### src/rtl/stream_fifo.sv
`default_nettype none
// ============================================================================
//  Module   : stream_fifo
//  Purpose  : Synchronous first-word-fall-through FIFO with valid/ready
//             handshakes on both sides. Storage is a plain register array
//             addressed by wrap-bit pointers. Full/empty come from comparing
//             the pointers.
//  Revision : 1.0 - initial release
//
//  Optional : `define STREAM_FIFO_STATUS_EN adds the count / almost_full
//             status ports and the logic behind them.
//
//  Ports
//    clk          in   1      single clock, rising edge
//    rst_n        in   1      asynchronous active-low reset
//    flush        in   1      synchronous clear of all stored entries
//    in_valid     in   1      write-side valid
//    in_ready     out  1      write-side ready (not full, out of reset)
//    in_data      in   WIDTH  write data
//    out_valid    out  1      read-side valid (not empty)
//    out_ready    in   1      read-side ready
//    out_data     out  WIDTH  head entry, zero when out_valid=0
//    count        out  A+1    occupancy 0..DEPTH    (STREAM_FIFO_STATUS_EN)
//    almost_full  out  1      count >= AFULL_THRESH (STREAM_FIFO_STATUS_EN)
// ============================================================================
module stream_fifo #(
  parameter int WIDTH        = 8,
  parameter int DEPTH        = 16,
  parameter int AFULL_THRESH = DEPTH - 2
) (
  input  logic                   clk,
  input  logic                   rst_n,
  input  logic                   flush,
  input  logic                   in_valid,
  output logic                   in_ready,
  input  logic [WIDTH-1:0]       in_data,
  output logic                   out_valid,
  input  logic                   out_ready,
  output logic [WIDTH-1:0]       out_data
`ifdef STREAM_FIFO_STATUS_EN
  ,
  output logic [$clog2(DEPTH):0] count,
  output logic                   almost_full
`endif
);

  localparam int ADDR_W = $clog2(DEPTH);
  localparam int PTR_W  = ADDR_W + 1;

  // Reject configurations outside the supported range at elaboration.
  localparam bit c_CFG_OK = (WIDTH >= 1) && (DEPTH >= 2) &&
                            ((1 << ADDR_W) == DEPTH) &&
                            (AFULL_THRESH >= 1) && (AFULL_THRESH <= DEPTH);

  if (!c_CFG_OK) begin : g_bad_cfg
    $error("stream_fifo: unsupported WIDTH/DEPTH/AFULL_THRESH combination");
  end

  logic [WIDTH-1:0] r_mem [DEPTH];
  logic [PTR_W-1:0] r_wptr;
  logic [PTR_W-1:0] r_rptr;
  logic             r_en;

  logic             w_full;
  logic             w_empty;
  logic             w_wr;
  logic             w_rd;

  // Same index with opposite lap bit means the writer is a full lap ahead.
  assign w_empty = (r_wptr == r_rptr);
  assign w_full  = (r_wptr[ADDR_W] != r_rptr[ADDR_W]) &&
                   (r_wptr[ADDR_W-1:0] == r_rptr[ADDR_W-1:0]);

  // in_ready depends only on registered state, so a read in the same cycle
  // cannot open a slot for a write while full.
  assign in_ready  = r_en & ~w_full;
  assign out_valid = ~w_empty;
  assign out_data  = out_valid ? r_mem[r_rptr[ADDR_W-1:0]] : '0;

  // flush takes priority over any handshake completing in the same cycle.
  assign w_wr = in_valid  & in_ready  & ~flush;
  assign w_rd = out_valid & out_ready & ~flush;

  // r_en holds in_ready low through reset and releases it on the first edge
  // after rst_n deasserts.
  always_ff @(posedge clk or negedge rst_n) begin
    if (!rst_n) begin
      r_en <= 1'b0;
    end else begin
      r_en <= 1'b1;
    end
  end

  // Pointers advance by one and carry naturally into the lap bit.
  always_ff @(posedge clk or negedge rst_n) begin
    if (!rst_n) begin
      r_wptr <= '0;
      r_rptr <= '0;
    end else if (flush) begin
      r_wptr <= '0;
      r_rptr <= '0;
    end else begin
      if (w_wr) begin
        r_wptr <= r_wptr + PTR_W'(1);
      end
      if (w_rd) begin
        r_rptr <= r_rptr + PTR_W'(1);
      end
    end
  end

  // Storage is not reset. Stale contents never reach out_data because the
  // output is masked whenever the FIFO is empty.
  always_ff @(posedge clk) begin
    if (w_wr) begin
      r_mem[r_wptr[ADDR_W-1:0]] <= in_data;
    end
  end

`ifdef STREAM_FIFO_STATUS_EN
  logic [PTR_W-1:0] r_count;
  logic [PTR_W-1:0] w_count_nxt;
  logic             r_afull;

  always_comb begin
    w_count_nxt = r_count;
    if (flush) begin
      w_count_nxt = '0;
    end else if (w_wr && !w_rd) begin
      w_count_nxt = r_count + PTR_W'(1);
    end else if (!w_wr && w_rd) begin
      w_count_nxt = r_count - PTR_W'(1);
    end
  end

  // almost_full is computed from the next count so that it changes on the
  // same edge as count.
  always_ff @(posedge clk or negedge rst_n) begin
    if (!rst_n) begin
      r_count <= '0;
      r_afull <= 1'b0;
    end else begin
      r_count <= w_count_nxt;
      r_afull <= (w_count_nxt >= PTR_W'(AFULL_THRESH));
    end
  end

  assign count       = r_count;
  assign almost_full = r_afull;
`endif

endmodule
`default_nettype wire

### config.mk
export PLATFORM = sky130hd
export DESIGN_NAME = stream_fifo
export DESIGN_NICKNAME = d
export VERILOG_FILES = /design/src/rtl/stream_fifo.sv
export SDC_FILE = /design/constraint.sdc
export NUM_CORES = 1
export LEC_CHECK = 0
export CAP_MARGIN = 25
export CORE_MARGIN = 2
export CORE_UTILIZATION = 40
export CTS_CLUSTER_SIZE = 12
export DETAILED_ROUTE_END_ITERATION = 16
export GPL_TIMING_DRIVEN = 1
export PLACE_DENSITY_LB_ADDON = 0.3
export SYNTH_ARGS = -nofsm -noshare
export SYNTH_HDL_FRONTEND = slang
export SYNTH_SLANG_ARGS = --single-unit
### constraint.sdc
create_clock -name clk -period 2.08 [get_ports clk]
set_input_delay 0.52 -clock clk [delete_from_list [all_inputs] [get_ports clk]]
set_output_delay 0.52 -clock clk [all_outputs]
set_load 0.005 [all_outputs]
==> out/qor.txt <==
Ys flop type -> edfxtp_1
Share of the synthesized area in the top cell type -> 66.6%
Share of power burned in registers -> 45.6%
R2R Path Start -> r_rptr[0]
Final setup viols -> 18
Max Cap Violations -> 0
Peak VDD IR -> 557 µV
Final setup margin -> -667 ps
Final wirelength -> 12.1 mm
CTS root buf -> clkbuf_16
DRT iter0 DRCs -> 220
Number of synthesized register bits -> 139
Fmax -> 364 MHz
Mapped Cells -> 304
Gate power share -> 12.6%
Final Hold Vio Count -> 0
Layout area overhead -> 30.0%
Design Area, Final -> 7500 µm²
Vias/cell -> 5.21
Htree depth -> 4
Yosys warning count -> 0
Most frequent cell after synthesis -> edfxtp_1
Final cell count without fillers -> 591
Total grt overflow -> 0
Num CTS Buffers -> 17
Sw frac -> 22.9%
Mapped Avg Cell Area -> 19.0 µm²
Register area share after synthesis -> 71.4%
Initial antenna violation count -> 0
Starting Density -> 41.2%
Antenna cells -> 0
Min cycle time layout -> 2750 ps
Tightest Pin Transition -> 561 ps
# nets final -> 416
Drc violations -> 0
Die area -> 15400 µm²
Max-slew violations -> 0
Critical Path End Type -> primary output
Vias in the first global route -> 3197
Post-layout util -> 53.6%
Filler instances -> 1119
Synth Net Count -> 322
Synth top cells by count -> 128 x edfxtp_1, 17 x mux4_2, 16 x a22oi_1
Clock Tree Buf Depth -> 2
Setup TNS -> -5670 ps
RSZ-0062 raised after global routing -> yes
Leakage -> 2.54 nW
CORE AREA -> 14000 µm²
Power Density -> 904 nW/µm²
Layout cell share with drive strength beyond 1 -> 45.5%
GPL Wtd Cong -> 0.841
Top cell type by total area after synthesis -> edfxtp_1
Top Ports -> 23
Top cells by area, synth -> edfxtp_1 67%, mux4_1 6.8%, mux4_2 6.6%
CTS tree -> yes
Num Clock Sinks -> 139
Routed wire per std cell -> 20.5 µm
GRT Total Usage -> 17.2%
Sw Pwr -> 1.55 mW
Vias -> 3078
Row count -> 43
Hold Path Class -> primary input to async pin
CP Max Fanout -> 6
Outcome -> finished, violations left
Relative slew slack -> 62.5%
Worst Setup SP -> r_rptr[0]
Die Span X -> 124 µm
Count of cell types in the netlist -> 38
Post-synth EDFFs -> 128
Post-Syn Area -> 5770 µm²
Internal -> 5.22 mW
Asr flop ratio synth -> 7.91%
Fin Clk Skew -> 11.3 ps
Clock insertion delay at the later pin of the skew report -> 410 ps
Critical path data arrival time -> 2230 ps
First-pass GRT wire length -> 18.9 mm
Drt first pass iters -> 4
Largest net degree at the start of global routing -> 33
Placed Cells -> 537
Setup crit start kind -> register
Failing checks -> negative setup slack
WP data required -> 1560 ps
Final period util -> 132%
Final HPWL DP -> 7.47 mm
Clock power share -> 41.8%
Reg clk slew, reported paths -> 60 ps
Placed cell area -> 6600 µm²
CP Class -> register to primary output
Antenna Nets Post-Route -> 0
PortBufs -> 22
Die Y -> 124 µm
Setup WS pre-CTS -> -499 ps
[what timing repair did]
action	CTS	global route
hold buffers	0	0
gates cloned	1	1
gates resized for setup	76	14
hold endpoints to repair	0	0
buffers inserted	17	3
pin swaps	20	6
endpoints found under the setup margin	10	138
[power groups by stage]
| stage | Combinational [mW] | Clock, mW | Sequential (mW) |
|---|---|---|---|
| after floorplan | 0.370 | 0 | 3.13 |
| after global placement | 0.644 | 0 | 3.14 |
| after detailed placement | 0.649 | 0 | 3.14 |
| after CTS | 0.824 | 2.87 | 3.09 |
| after global routing | 0.919 | 3.01 | 3.09 |
| final | 0.854 | 2.83 | 3.09 |
[worst max-delay path, cell delays in order (launching register included)]
cell	delay, ps
dfrtp_2	520
buf_4	170
buf_6	90
buf_6	90
mux4_2	500
a22oi_2	210
a21oi_2	100
buf_2	140
[cell type report]
| class | instances | area, µm² | area share, % |
|---|---|---|---|
| repair buffers | 92 | 883 | 11.8 |
| clock inverters | 11 | 111 | 1.49 |
| well taps | 180 | 225 | 3.00 |
| flip-flops and latches | 139 | 4120 | 54.9 |
| multi-input cells | 144 | 1700 | 22.7 |
| inverters | 4 | 15.0 | 0.200 |
| clock buffers | 21 | 440 | 5.87 |
[stage by stage]
step / hold slack, ps / power [mW]
after floorplan: 224 / 3.50
after global placement: 730 / 3.78
after detailed placement: 738 / 3.79
after CTS: 481 / 6.79
after global routing: 508 / 7.02
final: 462 / 6.78
[routing by layer]
metal  part of all wire (%)  track usage, %
met1                     46            24.3
met2                     50            26.7
met3                    3.1            3.71
met4                    1.2            5.55
met5                      0               0
[cell families (layout without fill, tap and decap cells)]
group           after synthesis  in the layout  synth area share [%]
compound gates               36             36                  4.25
mux                          41             41                  15.2
buf+inv                      21            128                  2.10
other cells                   1              1                0.0650
xor+xnor                      6              6                  1.04
flops                       139            139                  71.4
fa+ha+maj                     5              5                  1.08
simple gates                 55             55                  4.86
[worst paths after layout]
check,end,slack [ps],cells past startpoint
worst max-delay path,out_data[0],-670,7
worst min-delay path,r_wptr[4],460,1
worst max register to register,r_mem[1][2],-10,8
worst min register to register,r_wptr[4],760,3
max in group asynchronous,r_rptr[0],1240,1
min in group clk,r_wptr[4],760,3
[layout by cell type, fill, tap and decap left out, types with 2 or more instances in the layout]
master | netlist | routed
edfxtp_1 | 128 | 128
buf_4 | 1 | 50
mux4_2 | 17 | 30
clkbuf_16 | 0 | 18
a22oi_2 | 0 | 16
clkdlybuf4s50_1 | 0 | 13
nor2_1 | 11 | 10
nor3_2 | 0 | 10
dfrtp_1 | 11 | 10
nor2b_1 | 9 | 9
nand2_1 | 9 | 9
buf_6 | 3 | 9
a21oi_2 | 0 | 8
buf_2 | 3 | 8
buf_12 | 0 | 8
a21oi_1 | 14 | 6
mux2_2 | 5 | 5
ha_1 | 5 | 5
inv_1 | 4 | 4
nand4_1 | 4 | 4
clkbuf_1 | 5 | 4
inv_6 | 0 | 4
xnor2_1 | 4 | 3
nor4_2 | 0 | 3
mux2_1 | 3 | 3
xnor2_2 | 1 | 2
mux4_1 | 15 | 2
nand2b_1 | 2 | 2
a21boi_2 | 2 | 2
clkinv_2 | 0 | 2
clkinv_4 | 0 | 2
[registers in the layout, indices dropped and copies added, names as in the netlist]
register	count
r_rptr	5
r_mem	128
r_en	1
r_wptr	5
No activity file was read; power rests on OpenSTA's default activity.
